<file path="src/rtl/sweep_pkg.sv">
// sweep_pkg: shared state encoding and sizing helpers for the truth-table sweeper
package sweep_pkg;
    typedef enum logic [1:0] {IDLE, RUN, DONE} state_t;
    localparam int N_IN_MAX = 6;
    function automatic int clog2(input int v);
        int r;
        r = 0;
        while ((1 << r) < v) r++;
        return r;
    endfunction
endpackage

</file>
<file path="src/rtl/sweep_dwell_timer.sv">
// sweep_dwell_timer: counts DWELL cycles per vector, pulses expire on the last one and reloads
module sweep_dwell_timer
    import sweep_pkg::*;
#(
    parameter int DWELL = 20
) (
    input  logic clk,
    input  logic rst_n,
    input  logic clear,
    input  logic enable,
    output logic expire
);
    localparam int CW = (clog2(DWELL) < 1) ? 1 : clog2(DWELL);
    logic [CW-1:0] cnt_q, cnt_d;
    always_comb begin
        expire = enable && (cnt_q == CW'(DWELL - 1));
        cnt_d  = clear ? '0 : expire ? '0 : enable ? cnt_q + 1'b1 : cnt_q;
    end
    always_ff @(posedge clk or negedge rst_n) begin
        if (!rst_n) cnt_q <= '0;
        else        cnt_q <= cnt_d;
    end
endmodule

</file>
<file path="src/rtl/truth_table_sweeper.sv">
// truth_table_sweeper: drives all 2^N_IN vectors, samples the function output and checks it against a minterm mask
module truth_table_sweeper
    import sweep_pkg::*;
#(
    parameter int N_IN  = 4,
    parameter int DWELL = 20
) (
    input  logic                 clk,
    input  logic                 rst_n,
    input  logic                 start,
    input  logic                 abort,
    input  logic [(1<<N_IN)-1:0] expected,
    input  logic                 dut_out,
    output logic [N_IN-1:0]      vec_out,
    output logic                 busy,
    output logic                 done,
    output logic                 pass,
    output logic [(1<<N_IN)-1:0] captured,
    output logic [N_IN:0]        mismatch_count,
    output logic [N_IN-1:0]      first_fail_idx
);
    localparam int V = 1 << N_IN;
    state_t          state_q, state_d;
    logic [N_IN-1:0] vec_q, vec_d, ff_q, ff_d;
    logic [V-1:0]    exp_q, exp_d, cap_q, cap_d;
    logic [N_IN:0]   cnt_q, cnt_d;
    logic            pass_q, pass_d, start_ok, expire, tmr_en;
    sweep_dwell_timer #(.DWELL(DWELL)) u_timer (
        .clk    (clk),
        .rst_n  (rst_n),
        .clear  (start_ok),
        .enable (tmr_en),
        .expire (expire)
    );
    always_comb begin
        state_d  = state_q;
        vec_d    = vec_q;
        exp_d    = exp_q;
        cap_d    = cap_q;
        cnt_d    = cnt_q;
        ff_d     = ff_q;
        pass_d   = pass_q;
        start_ok = start && (state_q != RUN);
        tmr_en   = (state_q == RUN) && !abort;
        if (start_ok) begin
            state_d = RUN;
            vec_d   = '0;
            exp_d   = expected;
            cap_d   = '0;
            cnt_d   = '0;
            ff_d    = '0;
            pass_d  = 1'b0;
        end else if (state_q == RUN) begin
            if (abort) begin
                state_d = IDLE;
                vec_d   = '0;
                pass_d  = 1'b0;
            end else if (expire) begin
                cap_d[vec_q] = dut_out;
                if (dut_out != exp_q[vec_q]) begin
                    cnt_d = cnt_q + 1'b1;
                    ff_d  = (cnt_q == '0) ? vec_q : ff_q;
                end
                // vec wraps to 0 after the last vector, which is the idle drive value
                vec_d = vec_q + 1'b1;
                if (vec_q == '1) begin
                    state_d = DONE;
                    pass_d  = (cap_d == exp_q);
                end
            end
        end
    end
    always_ff @(posedge clk or negedge rst_n) begin
        if (!rst_n) begin
            state_q <= IDLE;
            vec_q   <= '0;
            exp_q   <= '0;
            cap_q   <= '0;
            cnt_q   <= '0;
            ff_q    <= '0;
            pass_q  <= 1'b0;
        end else begin
            state_q <= state_d;
            vec_q   <= vec_d;
            exp_q   <= exp_d;
            cap_q   <= cap_d;
            cnt_q   <= cnt_d;
            ff_q    <= ff_d;
            pass_q  <= pass_d;
        end
    end
    assign vec_out        = vec_q;
    assign busy           = (state_q == RUN);
    assign done           = (state_q == DONE);
    assign pass           = pass_q;
    assign captured       = cap_q;
    assign mismatch_count = cnt_q;
    assign first_fail_idx = ff_q;
endmodule

</file>
<file path="config.mk">
export PLATFORM = sky130hd
export DESIGN_NAME = truth_table_sweeper
export DESIGN_NICKNAME = d
export VERILOG_FILES = /design/src/rtl/sweep_pkg.sv /design/src/rtl/sweep_dwell_timer.sv /design/src/rtl/truth_table_sweeper.sv
export SDC_FILE = /design/constraint.sdc
export NUM_CORES = 1
export LEC_CHECK = 0
export ABC_AREA = 1
export CORE_MARGIN = 4
export CORE_UTILIZATION = 50
export DETAILED_ROUTE_END_ITERATION = 12
export DONT_BUFFER_PORTS = 1
export PLACE_DENSITY = 0.64
export SYNTH_ARGS = -nofsm -noshare
export SYNTH_HDL_FRONTEND = slang
export SYNTH_SLANG_ARGS = --single-unit
</file>
<file path="constraint.sdc">
create_clock -name clk -period 4.9 [get_ports clk]
set_clock_uncertainty 0.2 [all_clocks]
set_input_delay 0.98 -clock clk [delete_from_list [all_inputs] [get_ports clk]]
set_output_delay 0.98 -clock clk [all_outputs]
set_load 0.02 [all_outputs]
</file>
# Word level (Yosys, flattened, before mapping)
# Cells that the tools add are included.
# Widths: inputs -> output; s select.
# classes
n_lt_le_gt_ge	2
n_bitwise	0
muxes	37
n_addsub	3
n_reduce_logical	18
div_mod_pow	0
eq_ne	8
shifts	0
multipliers	0
# op_table
operator	count
$mux 16	4
$mux 4	10
$mux 5	8
$bwmux 16	1
$eq 16x16->1	1
$add 5x1->5 const B	2
$mux 2	5
$reduce_bool 3->1	3
$reduce_bool 2->1	4
$mux 1	7
$reduce_and 3->1	2
$eq 5x5->1 const B	1
$logic_not 5->1	1
$lt 4x5->1 const B	1
$reduce_and 5->1	1
$add 4x1->4 const B	1
$bmux 1 s4	1
$demux 1 s4	1
$eq 4x4->1 const B	1
$ge 4x1->1 const B	1
$logic_and 1x1->1	4
$ne 2x1->1 const B	2
$reduce_and 4->1	1
$eq 2x1->1 const B	1
4 further kinds	4
# totals
register_bits	53
latchBits	0
input_bits	21
ram_bits	0
rom_bits	0
n_memories	0
output_inout_bits	32

# Depth between registers and ports, before layout
# depth
depth_word	11
depth_mapped	13
ltp_nobuf	13

# Hierarchy
# Synthesis repeated with hierarchy kept, for this count alone.
# hier_totals
cells_unflattened	414
area_unflattened_um2	3022.9
# by_module_without_submodules
mod	seq_area_each_um2	n_inst	cells_per_inst	area_per_inst_um2
truth_table_sweeper	1201.2	1	376	2726.4
sweep_dwell_timer	125.1	1	38	296.5

# Least setup slack after synthesis
# Ideal clock, no wire load.
# synth_path
kind	input -> register
start	input port abort
end	register vec_q[3], in the netlist vec_out[3]
setup_ps	65
setup_slack_ps	2759
t_arrival_ps	1877
cell_stages	6
path_cell_list	nor2_4 nand3_2 a21oi_2 nand4_1 a21oi_1 o21a_1
# synth_between
elab_chain_cells	5
elab_cells_between_ends	8
classes_between	mux (3); reduce/logical (5)
# synth_lines
element	line	rtl
start, declared	truth_table_sweeper.sv:11	input logic abort,
$logic_not 1->1	truth_table_sweeper.sv:44	tmr_en = (state_q == RUN) && !abort;
$logic_and 1x1->1	truth_table_sweeper.sv:44	
$logic_and 1x1->1	sweep_dwell_timer.sv:16	expire = enable && (cnt_q == CW'(DWELL - 1));
$reduce_bool 3->1 (no source line)	n/a	
$reduce_and 2->1 (no source line)	n/a	
end signal, assigned	truth_table_sweeper.sv:84	vec_q <= vec_d;
end, declared	truth_table_sweeper.sv:24	logic [N_IN-1:0] vec_q, vec_d, ff_q, ff_d;
# Several ways; a longest one is shown, not always the timed one. The select of a mux whose other input is x is not followed.
# A chain may end at the register's enable or synchronous reset.

# Worst setup path after layout
# layout_path
start	register vec_q[0], in the netlist vec_out[0]
end	register pass_q, in the netlist pass
# layout_between
elab_chain_cells	11
elab_cells_between_ends	15
classes_between	order compare (2); eq/ne (2); mux (8); reduce/logical (3)
# layout_lines
element	line	rtl
$lt 4x5->1 (not written as such) or $ge 4x1->1 (tied branches)	truth_table_sweeper.sv:59	cap_d[vec_q] = dut_out;
$logic_and 1x1->1 (not written as such)	truth_table_sweeper.sv:59	
$mux 1 (not written as such)	truth_table_sweeper.sv:59	
$demux 1 s4	truth_table_sweeper.sv:59	
$bwmux 16	truth_table_sweeper.sv:59	
$eq 16x16->1	truth_table_sweeper.sv:68	pass_d = (cap_d == exp_q);
$mux 1	truth_table_sweeper.sv:66	if (vec_q == '1) begin
$mux 1	truth_table_sweeper.sv:58	end else if (expire) begin
$mux 1	truth_table_sweeper.sv:54	if (abort) begin
$mux 1	truth_table_sweeper.sv:53	end else if (state_q == RUN) begin
$mux 1	truth_table_sweeper.sv:45	if (start_ok) begin
end signal, assigned	truth_table_sweeper.sv:89	pass_q <= pass_d;
end, declared	truth_table_sweeper.sv:27	logic pass_q, pass_d, start_ok, expire, tmr_en;
# Several ways; a longest one is shown, not always the timed one. The select of a mux whose other input is x is not followed.

==> qor.csv <==
metric,value,unit
ir_drop,0.0002044,V
placed_area,0.003044,mm2
cp.arrival,2.78,ns
syn-cell-area,0.002988,mm2
hold_ws,0.1584,ns
dieWidth,85.30,um
core.rowCount,27,
holdBufCountCts,0,
area_delta_synth_final,4.355,%
grt_use_total,20.85,%
ctsResizeCount,0,
ant_nets,0,
cts.sinks,53,
cts_tree,built,
wire_per_inst,15.73,um
critical_path.max_fanout,15,
yosysWarningCount,0,
synth-seq-cells,53,
async_reset_ff_share,100.0,%
initial_core_util,52.96,%
fin_util,55.27,%
grt_max_degree,54,
met3_length,626,um
root_buffer,clkbuf_8,
grt_pass1_vias,2407,
ios,53,
drt_iter0_drc,172,
drt_first_pass_iters,5,
fin_setup_tns,0,ns
hp-class,in -> async,
multiInputGateArea,0.001448,mm2
min_period,2.737,ns
yosys.area_share.simple,28.06,%
avgViaCountPerCell,5.426,
drc_errors,0,
stdcell_area,0.003118,mm2
yosys-top-cells-count,"nand2_1 (132), dfrtp_1 (53), o21ai_0 (44)",
status,completed,
die-area,0.007276,mm2
diodes,0,
yosys-top-cells-area,"dfrtp_1 (44%), nand2_1 (17%), o21ai_0 (7.4%), inv_1 (4.6%), nand3_1 (3.7%)",
ys.flop_type,dfrtp_1,
max_freq,365.3,MHz
r2r_start,vec_out[0],
postCtsSetupBuffers,0,
cp_common_cell,nand2_1,
fin_crit_sh,55.87,%
drt_wl_total,7314,um
synthMuxAreaShare,0,%
ys_seq_area_share,44.39,%
cap_violations,0,
finalSetupViolations,0,
worstPathCellList,inv_2 > ha_1 > nand2_1 > o21ai_0 > xor2_1 > nor3_1 > nand3_1 > nand2_1,
grt_pass1_wl,12100,um
finalHoldViolCount,0,
cp.required,4.95,ns
synthDominantCellAreaShare,44.39,%
regToRegEndpoint,pass,
power.leakage,1.513,nW
gp_congestion,0.8489,
slew_headroom,52.86,%
worstSetupStartpointType,register,
nets,423,
tightest_slew,0.7072,ns
wl_met1,3506,um
r2r_setup_slack,2.16,ns
core,0.005642,mm2
synth_compound_area_share,14.41,%
max_stage_delay,0.66,ns
synth_cell_types,35,
avgSynthCellArea,7.583,um2
yosys.area.top_type,dfrtp_1,
dp.final_hpwl,5366,um
htree_levels,2,
ff_latch_area,0.001326,mm2
numCtsBuffers,5,
die_y,85.30,um
ctsLongestPathBuffers,2,
overflow,0,
wl_met2,3118,um
report.final.slew_viol_count,0,
synth_most_common_cell,nand2_1,
synth_top_family_by_area,simple AND/OR/NAND/NOR gates,
path_class,reg -> reg,
crit_path_end_kind,register,
synth_fa_ha_area_share,3.350,%
num_vias,2523,
power_density,416.1,mW/mm2
synth_edf_count,0,
slowest_stage,dfrtp_1,
syn_inst,394,
io_buffers,0,
insertion_delay,0.31,ns
antenna_found_initial,0,
drive_gt1_share,7.125,%
dr.max_layer_used,met4,
worstRegToRegCells,8,
syn_nets,423,
synthXorXnorAreaFrac,2.638,%
grt_setup_unrepaired,false,
fillerInstances,534,
clk_pin_slew,0.10,ns
state kept, by name, summed over array words and instances, names as in the netlist:
signal and flops:
exp_q 16, u_timer.cnt_q 5, pass 1, state_q 2, mismatch_count 5, first_fail_idx 4, captured 16, vec_out 4
stage by stage:
| step | setup slack, ns | cells | power, W |
|---|---|---|---|
| after global routing | 1.967 | 465 | 0.001401 |
| after floorplan | 2.759 | 394 | 0.0009573 |
| after detailed placement | 1.970 | 459 | 0.001070 |
| final | 2.163 | 465 | 0.001298 |
| after global placement | 2.073 | 459 | 0.001066 |
| after CTS | 2.174 | 465 | 0.001303 |
layer usage:
metal / global-route usage, % / vias to the layer above
met5: 0 / -
met4: 3.885 / 0
met3: 5.437 / 6
met2: 30.79 / 87
met1: 30.99 / 1157
li1: - / 1273
placed cells by master, fill, tap and decap left out, types with 3 or more instances in the layout:
cell	instances
a22o_1	9
nor2_4	3
nand4_1	7
ha_1	8
or2_2	3
clkbuf_8	5
dfrtp_1	53
xor2_1	9
inv_2	7
o21ai_1	9
inv_1	37
o21ai_0	44
a21oi_1	3
nand2_1	132
nand3_1	22
nor2_1	22
worst max-delay path by stage:
stage / from / to / slack, ns
after floorplan: abort / vec_out[3] / 2.76
after global placement: start / mismatch_count[1] / 2.07
after detailed placement: start / mismatch_count[0] / 1.97
after CTS: vec_out[0] / pass / 2.17
after global routing: vec_out[0] / pass / 1.97
final: vec_out[0] / pass / 2.16
cell type report:
cell class	count	share of cell area [%]
Multi-Input combinational cell	288	46.43
Sequential cell	53	42.54
Inverter	44	5.297
Tap cell	72	2.889
Clock buffer	5	2.207
Timing Repair Buffer	2	0.4815
Clock inverter	1	0.1605
where the power goes:
group | switching [W] | internal (W)
logic | 0.000301 | 0.000144
clock network | 0.000139 | 0.0000946
registers | 0.0000874 | 0.000531
total | 0.000527 | 0.000770
kinds of logic after synthesis:
logic type	count (synthesis)
AND/OR/NAND/NOR	197
AO/OA/AOI/OAI	74
buffers and inverters	53
flip-flops	53
XOR/XNOR	9
adder cells (fa/ha/maj)	8
critical path, delay by kind of cell, from the launching register on:
kind	cells	cell delay, ns
flops	1	0.66
compound gates	1	0.45
simple gates	4	0.62
buf+inv	1	0.32
xor+xnor	1	0.12
fa+ha+maj	1	0.30
Note: power is estimated with default switching activity, not from simulation.
